[config.mk]
export PLATFORM = sky130hd
export DESIGN_NAME = opcheck_monitor
export DESIGN_NICKNAME = d
export VERILOG_FILES = /design/src/rtl/opcheck_monitor.sv
export SDC_FILE = /design/constraint.sdc
export NUM_CORES = 1
export LEC_CHECK = 0
export ABC_AREA = 1
export ABC_CLOCK_PERIOD_IN_PS = 2300
export CAP_MARGIN = 20
export CORE_UTILIZATION = 56
export DETAILED_ROUTE_END_ITERATION = 12
export GPL_TIMING_DRIVEN = 0
export HOLD_SLACK_MARGIN = 0.03
export PLACE_DENSITY_LB_ADDON = 0.05
export SETUP_SLACK_MARGIN = 0.1
export SLEW_MARGIN = 20
export SYNTH_ARGS = -nofsm -noshare
export SYNTH_HDL_FRONTEND = slang
export SYNTH_SLANG_ARGS = --single-unit
[constraint.sdc]
create_clock -name ph1 -period 2.3 [get_ports ph1]
set_clock_uncertainty 0.15 [all_clocks]
set_input_delay 0.46 -clock ph1 [delete_from_list [all_inputs] [get_ports ph1]]
set_output_delay 0.46 -clock ph1 [all_outputs]
set_load 0.02 [all_outputs]
[src/rtl/opcheck_monitor.sv]
// rtl/opcheck_monitor.sv - bus-watching checkpoint monitor deciding pass/fail/timeout for directed CPU tests
//
// Purpose:
//   Sits beside the memory on the CPU address/data bus. Each checkpoint channel
//   expects a masked data value to be written to a given address. The run ends in
//   PASS once every armed channel has been hit, FAIL on the first mismatching
//   write to an armed address, or TIMEOUT when the cycle budget runs out.
//
// Ports:
//   ph1            clock, all state changes on the rising edge
//   reset          asynchronous active-low reset
//   bus_valid      bus cycle in progress
//   bus_we         bus cycle is a write
//   bus_addr       bus address
//   bus_wdata      bus write data
//   cfg_we         write config of channel cfg_sel (IDLE only)
//   cfg_sel        channel index
//   cfg_arm        arm / disarm selected channel
//   cfg_addr       checkpoint address
//   cfg_data       expected value
//   cfg_mask       compare mask, 1 = bit compared
//   timeout_limit  cycle budget, latched on start (0 = no timeout)
//   start          IDLE -> RUN
//   clear          terminal state -> IDLE, config retained
//   state          IDLE=0 RUN=1 PASS=2 FAIL=3 TIMEOUT=4
//   done           state is PASS, FAIL or TIMEOUT
//   pass           state is PASS
//   hit_mask       channels satisfied this run
//   fail_chan      lowest-index channel that mismatched
//   fail_data      offending write data
//   cycle_count    clocks spent in RUN (saturating)
//   write_count    valid writes seen in RUN (saturating)

module opcheck_monitor #(
  parameter int ADDR_W   = 16,
  parameter int DATA_W   = 8,
  parameter int CHANNELS = 4,
  parameter int CNT_W    = 16,
  localparam int SEL_W   = (CHANNELS > 1) ? $clog2(CHANNELS) : 1
) (
  input  logic                ph1,
  input  logic                reset,
  input  logic                bus_valid,
  input  logic                bus_we,
  input  logic [ADDR_W-1:0]   bus_addr,
  input  logic [DATA_W-1:0]   bus_wdata,
  input  logic                cfg_we,
  input  logic [SEL_W-1:0]    cfg_sel,
  input  logic                cfg_arm,
  input  logic [ADDR_W-1:0]   cfg_addr,
  input  logic [DATA_W-1:0]   cfg_data,
  input  logic [DATA_W-1:0]   cfg_mask,
  input  logic [CNT_W-1:0]    timeout_limit,
  input  logic                start,
  input  logic                clear,
  output logic [2:0]          state,
  output logic                done,
  output logic                pass,
  output logic [CHANNELS-1:0] hit_mask,
  output logic [SEL_W-1:0]    fail_chan,
  output logic [DATA_W-1:0]   fail_data,
  output logic [CNT_W-1:0]    cycle_count,
  output logic [CNT_W-1:0]    write_count
);

  typedef enum logic [2:0] {
    ST_IDLE    = 3'd0,
    ST_RUN     = 3'd1,
    ST_PASS    = 3'd2,
    ST_FAIL    = 3'd3,
    ST_TIMEOUT = 3'd4
  } state_e;

  state_e                           state_q, state_d;
  logic                             done_q, done_d;
  logic                             pass_q, pass_d;
  logic [CHANNELS-1:0]              arm_q, arm_d;
  logic [CHANNELS-1:0][ADDR_W-1:0]  addr_q, addr_d;
  logic [CHANNELS-1:0][DATA_W-1:0]  data_q, data_d;
  logic [CHANNELS-1:0][DATA_W-1:0]  mask_q, mask_d;
  logic [CHANNELS-1:0]              hit_q, hit_d;
  logic [SEL_W-1:0]                 fail_chan_q, fail_chan_d;
  logic [DATA_W-1:0]                fail_data_q, fail_data_d;
  logic [CNT_W-1:0]                 cycle_q, cycle_d;
  logic [CNT_W-1:0]                 wcount_q, wcount_d;
  logic [CNT_W-1:0]                 limit_q, limit_d;

  // Per-channel compare of the current bus write
  logic                             bus_wr;
  logic [CHANNELS-1:0]              match_vec;
  logic [CHANNELS-1:0]              mism_vec;
  logic [SEL_W-1:0]                 mism_idx;
  logic [CHANNELS-1:0]              hits_next;
  logic [CNT_W-1:0]                 cycle_inc;
  logic [CNT_W-1:0]                 wcount_inc;

  always_comb begin
    bus_wr    = bus_valid & bus_we;
    match_vec = '0;
    mism_vec  = '0;
    mism_idx  = '0;
    for (int i = 0; i < CHANNELS; i++) begin
      if (bus_wr && arm_q[i] && (bus_addr == addr_q[i])) begin
        if (((bus_wdata ^ data_q[i]) & mask_q[i]) == '0) begin
          match_vec[i] = 1'b1;
        end else begin
          mism_vec[i] = 1'b1;
        end
      end
    end
    // Walk downwards so the lowest mismatching index wins
    for (int i = CHANNELS - 1; i >= 0; i--) begin
      if (mism_vec[i]) begin
        mism_idx = SEL_W'(i);
      end
    end
    hits_next  = hit_q | match_vec;
    cycle_inc  = (cycle_q == '1) ? cycle_q : cycle_q + CNT_W'(1);
    wcount_inc = (wcount_q == '1) ? wcount_q : wcount_q + CNT_W'(1);
  end

  always_comb begin
    state_d     = state_q;
    arm_d       = arm_q;
    addr_d      = addr_q;
    data_d      = data_q;
    mask_d      = mask_q;
    hit_d       = hit_q;
    fail_chan_d = fail_chan_q;
    fail_data_d = fail_data_q;
    cycle_d     = cycle_q;
    wcount_d    = wcount_q;
    limit_d     = limit_q;

    case (state_q)
      ST_IDLE: begin
        if (cfg_we && (int'(cfg_sel) < CHANNELS)) begin
          arm_d[cfg_sel]  = cfg_arm;
          addr_d[cfg_sel] = cfg_addr;
          data_d[cfg_sel] = cfg_data;
          mask_d[cfg_sel] = cfg_mask;
        end
        // Config written alongside start lands in the registers before the
        // first evaluated bus cycle, so the run sees it.
        if (start) begin
          hit_d       = '0;
          fail_chan_d = '0;
          fail_data_d = '0;
          cycle_d     = '0;
          wcount_d    = '0;
          limit_d     = timeout_limit;
          state_d     = ST_RUN;
        end
      end

      ST_RUN: begin
        cycle_d = cycle_inc;
        hit_d   = hits_next;
        if (bus_wr) begin
          wcount_d = wcount_inc;
        end
        // Decision priority: FAIL, then PASS, then TIMEOUT
        if (|mism_vec) begin
          state_d     = ST_FAIL;
          fail_chan_d = mism_idx;
          fail_data_d = bus_wdata;
        end else if ((hits_next & arm_q) == arm_q) begin
          state_d = ST_PASS;
        end else if ((limit_q != '0) && (cycle_inc == limit_q)) begin
          state_d = ST_TIMEOUT;
        end
      end

      ST_PASS, ST_FAIL, ST_TIMEOUT: begin
        if (clear) begin
          state_d = ST_IDLE;
        end
      end

      default: begin
        state_d = ST_IDLE;
      end
    endcase

    done_d = (state_d == ST_PASS) || (state_d == ST_FAIL) || (state_d == ST_TIMEOUT);
    pass_d = (state_d == ST_PASS);
  end

  always_ff @(posedge ph1 or negedge reset) begin
    if (!reset) begin
      state_q     <= ST_IDLE;
      done_q      <= 1'b0;
      pass_q      <= 1'b0;
      arm_q       <= '0;
      addr_q      <= '0;
      data_q      <= '0;
      mask_q      <= '0;
      hit_q       <= '0;
      fail_chan_q <= '0;
      fail_data_q <= '0;
      cycle_q     <= '0;
      wcount_q    <= '0;
      limit_q     <= '0;
    end else begin
      state_q     <= state_d;
      done_q      <= done_d;
      pass_q      <= pass_d;
      arm_q       <= arm_d;
      addr_q      <= addr_d;
      data_q      <= data_d;
      mask_q      <= mask_d;
      hit_q       <= hit_d;
      fail_chan_q <= fail_chan_d;
      fail_data_q <= fail_data_d;
      cycle_q     <= cycle_d;
      wcount_q    <= wcount_d;
      limit_q     <= limit_d;
    end
  end

  assign state       = state_q;
  assign done        = done_q;
  assign pass        = pass_q;
  assign hit_mask    = hit_q;
  assign fail_chan   = fail_chan_q;
  assign fail_data   = fail_data_q;
  assign cycle_count = cycle_q;
  assign write_count = wcount_q;

endmodule

* Word level (Yosys, flattened, before mapping) *
Cells that the tools add are included.

storage, ports and cells
  output and inout port bits = 51
  word-level logic and storage cells = 132
  input bits = 82
  bits in registers = 199

cells by class
  eq/ne operators = 19
  reduce and logical (&&, ||, !) cells = 26
  $add $sub $neg = 2
  muxes and demuxes = 50
  magnitude comparators = 2
  bitwise operators = 11

operators by type and width
  cell                     count
  $eq A16 B16 Y1           5
  $mux W16                 5
  $bwmux W32               2
  $bwmux W64               1
  $pmux W16 S2             2
  $add A16 B1 Y16 const B  2
  $and A8 B8 Y8            4
  $demux W16 S2            1
  $eq A16 B16 Y1 const B   2
  $logic_not A8 Y1         4
  $xor A8 B8 Y8            4
  $mux W8                  3
  $mux W1                  17
  $demux W8 S2             1
  $pmux W8 S2              1
  $reduce_bool A16 Y1      1
  $mux W3                  5
  $eq A3 B2 Y1 const B     4
  $mux W2                  6
  $logic_and A1 B1 Y1      10
  $pmux W3 S3              1
  $ne A2 B2 Y1 const B     4
  $pmux W4 S2              1
  $eq A3 B3 Y1 const B     2
  other kinds (19)         22

* Depth between registers and ports, before layout *
Gate-level depths: netlist of run 1.

  depth after elaboration = 14
  gate-level depth with buffers = 18

* Least setup slack after synthesis of run 1 *
No wires, ideal clock.

  path kind = reg-to-reg
  start = register cycle_q[1], in the netlist cycle_count[1]
  end = register done_q, in the netlist done
  arrival = 1983 ps
  stages on the path, launching flop included = 17
  setup slack = 49 ps
  period minus slack after synthesis = 2251 ps
  required time = 2032 ps
  cell sequence = dfrtp_1 > ha_1 > nand2_1 > nor2_2 > nand2_2 > nor2_4 > inv_2 > buf_6 > nand2_1 > xor2_1 > nor2_1 > nand2_1 > nor2_1 > nand3_1 > nand2_1 > nand2_1 > nand2_1

between the ends
  cells in the longest elaborated chain, start to end = 11
  elaborated cells on any way between the ends = 14

RTL lines
  element                                            line  source
  start, declared                                    84    logic [CNT_W-1:0] cycle_q, cycle_d;
  start signal, assigned                             215   cycle_q <= cycle_d;
  $add A16 B1 Y16 or $eq A16 B16 Y1 (tied branches)  118   cycle_inc = (cycle_q == '1) ? cycle_q : cycle_q + CNT_W'(1);
  $mux W16 *                                         118
  $eq A16 B16 Y1 *                                   169   end else if ((limit_q != '0) && (cycle_inc == limit_q)) begin
  $logic_and A1 B1 Y1 *                              169
  $mux W3 *                                          169
  $mux W3 *                                          167   end else if ((hits_next & arm_q) == arm_q) begin
  $mux W3 *                                          163   if (|mism_vec) begin
  $pmux W3 S3 *                                      135   case (state_q)
  $eq A3 B2 Y1                                       185   done_d = (state_d == ST_PASS) || (state_d == ST_FAIL) || (state_d == ST_TIMEOUT);
  $logic_or A1 B1 Y1                                 185
  $logic_or A1 B1 Y1 *                               185
  via done_d                                         75    logic done_q, done_d;
  end signal, assigned                               206   done_q <= done_d;
  end, declared                                      75

The timed path passes the listed nets; every way through them passes the cells marked *.
A chain may end at the register's enable or synchronous reset.

* Worst setup path after layout of run 1 *
Ends and elaborated chain as after synthesis.

==> flow_metrics.tcl, run 1 <==
set metrics [dict create \
    violations "setup timing" \
    crit_type "flip-flop to flip-flop" \
    timing.fmax_mhz 427.4 \
    max-cap-violations 0 \
    viasPerCell 5.420 \
    holdCritPathClass "input pin to flip-flop" \
    initial_core_util_pct 57.04 \
    die_area_sq_mm 0.01884 \
    ys.flop_type "dfrtp_1" \
    worstPathRequired_ns 2.52 \
    synth_edf_count 0 \
    ys_top_cells_by_area "dfrtp_1 (49%), nand2_1 (14%), mux2_2 (8.6%)" \
    status "complete, but fails checks" \
    netlist_area_sq_mm 0.01025 \
    clkTransAtPathRegs_ns 0.08 \
    tightest_slew_ns 0.7481 \
    post_drt_wl_per_cell_um 16.75 \
    cts_tree "done" \
    synth-seq-area-share_pct 48.60 \
    clockRootBuffer "clkbuf_16" \
    antennaDiodeCount 0 \
    cp-end-kind "flip-flop" \
    clockBufferDepth 2 \
    mostFrequentLayoutCells "nand2_1 (375), dfrtp_1 (191), inv_1 (128)" \
    core-area_sq_mm 0.01796 \
    drt_drc_violations_left 0 \
    synth_fp_nets 1352 \
    rsz0062_at_grt "true" \
    maxSlewHeadroom_pct 50.13 \
    portBuffers 126 \
    startpoint_type "flip-flop" \
    die_h_um 137.3 \
    startpoint "cycle_count[1]$_DFFE_PN0P_" \
    grt_pass1_vias 8714 \
    post-place-ws_ns -0.7068 \
    regToRegSetupSlack_ns -0.04 \
    yosysWarnings 0 \
    r2r_start "cycle_count[1]$_DFFE_PN0P_" \
    floorplan.io_pins 133 \
    final-max-slew-violation-count 0 \
    finalNetCount 1535 \
    synthArstFlopShare_pct 100.0 \
    dpl.hpwl_um 19360 \
    powerDensity_mw_per_mm2 1144 \
    htreeDepth 4 \
    worstPathArrival_ns 2.56 \
    ant_nets 0 \
    min_from "bus_wdata[2]" \
    gp_congestion 0.9062 \
    synth_top_area_cell "dfrtp_1" \
    final.setup.worst_slack_ns -0.03983 \
    power.leakage_nw 6.353 \
    drt-total-wl_um 28350 \
    tns_ns -0.07643 \
    ys_types 35 \
    num_vias 9170 \
    grt_overflow 0 \
    setup_violations 4 \
    hold_viol 0 \
    crit_fanout 8 \
    layout-drive-gt1-share_pct 19.28 \
    min_period_over_period_pct 101.7 \
    grt_usage_pct 30.80 \
    clkSinkCount 199 \
    period_needed_ns 2.340 \
    dieWidth_um 137.3 \
    synth-seq-cells 199 \
    num_rows 49 \
    syn_avg_cell_area_sq_um 8.081 \
    syn_inst 1268 \
    area_growth_pct 28.31 \
    dr.pass1.iters 5 \
    peakVddDrop_mv 0.8721 \
    cts_made_buffers 17 \
    antenna_found_initial 0 \
    grt_max_degree 99 \
    holdWs_ns 0.1741 \
    drtIter0Drc 695 \
    layout_commonest_cell "nand2_1" \
    synth_top_area_share_pct 48.60 \
    clk_latency_ns 0.44 \
    grt_first_pass_wirelength_um 43770 \
]
[kinds of logic after synthesis]
group | share of synthesized area [%]
muxes | 8.572
buffers and inverters | 7.046
adders and majority gates | 0.2442
DFF | 48.60
and+or+nand+nor | 25.45
xor gates and xnor gates | 3.419
AOI/OAI and AO/OA | 6.668
[cells in the mapped netlist (all sizes together) (2+ instances only)]
cell type	n
inv	149
nand3b	2
nand2	399
dfrtp	199
xnor2	14
clkbuf	19
ha	2
nand4	8
o22ai	6
nand3	80
o21ai	96
mux2	78
buf	16
xor2	26
nor2	130
o31ai	2
nor3	15
o21bai	3
a21oi	21
[report_power, final]
part	leakage [nW]	switching, mW	internal (mW)
clock	0.288	1.42	1.66
sequential	2.48	1.01	4.96
combinational	3.58	3.43	2.56
[worst max-delay path, cell delays in order, from the launching register on]
cell and delay, ns:
dfrtp_2 0.42, ha_4 0.18, nand2_4 0.06, nor2_4 0.13
nand2_4 0.11, nor2_4 0.18, clkinv_4 0.13, buf_6 0.14
nand3_2 0.06, nand2_1 0.07, inv_2 0.05, nand3_2 0.06
nor2_2 0.08, nand2_1 0.08, nor2_1 0.11, nand3_1 0.07
nand2_1 0.08, nand2_1 0.06, nand2_1 0.06
[flip-flops by register name, indices dropped and copies added, names as in the netlist]
register / cells
cycle_count: 16
fail_chan: 2
state: 3
fail_data: 8
data_q: 32
arm_q: 4
limit_q: 16
write_count: 16
hit_mask: 4
addr_q: 64
done: 1
mask_q: 32
pass: 1
[worst paths after layout]
kind                                               endpoint  cells past startpoint
worst max-delay path                         done$_DFF_PN0_                     18
min in group asynchronous        write_count[7]$_DFFE_PN0P_                      2
worst min register to register     fail_data[5]$_DFFE_PN0P_                      2
max in group asynchronous       cycle_count[14]$_DFFE_PN0P_                      4
worst min-delay path               fail_data[2]$_DFFE_PN0P_                      3
worst max register to register               done$_DFF_PN0_                     18
[final cells by class]
class                           instances  area, sq um
Multi-Input combinational cell        885         4867
Buffer                                 35        230.2
Timing Repair Buffer                  164         1610
Tap cell                              229        286.5
Fill cell                            1360         4817
Sequential cell                       199         4990
Clock buffer                           18        439.2
Clock inverter                         13        158.9
Inverter                              149        564.3
[stage by stage]
stage	instances	utilization (%)	power (mW)	cell area, sq um
CTS	1682	71.53	14.71	12850
detailed placement	1625	66.00	11.23	11860
finish	1692	73.18	15.05	13150
floorplan	1268	-	9.427	10250
global route	1692	73.18	16.05	13150
global placement	1623	65.67	11.05	11800
[repair_timing]
item	in CTS	in global routing
pin swaps	17	11
buffers inserted	24	10
endpoints found under the setup margin	136	182
hold buffers	1	0
hold endpoints to repair	29	0
gates resized for setup	89	79
gates cloned	1	0
[per-layer routing]
metal | up-vias | global-route usage [%] | routed length [um]
met5 | - | 0 | 0
met3 | 62 | 4.967 | 1784
li1 | 4388 | - | -
met1 | 4361 | 41.33 | 12080
met4 | 0 | 10.62 | 840
met2 | 359 | 50.70 | 13640
Note: power is estimated with default switching activity, not from simulation.
==> run 2, diff against run 1 <==
--- a/config.mk
+++ b/config.mk
@@ -11,7 +11,6 @@
 export CORE_UTILIZATION = 56
 export DETAILED_ROUTE_END_ITERATION = 12
 export GPL_TIMING_DRIVEN = 0
-export HOLD_SLACK_MARGIN = 0.03
 export PLACE_DENSITY_LB_ADDON = 0.05
 export SETUP_SLACK_MARGIN = 0.1
 export SLEW_MARGIN = 20
==> results of run 2 <==
Final layout, timing and power as in run 1 (identical DEF).
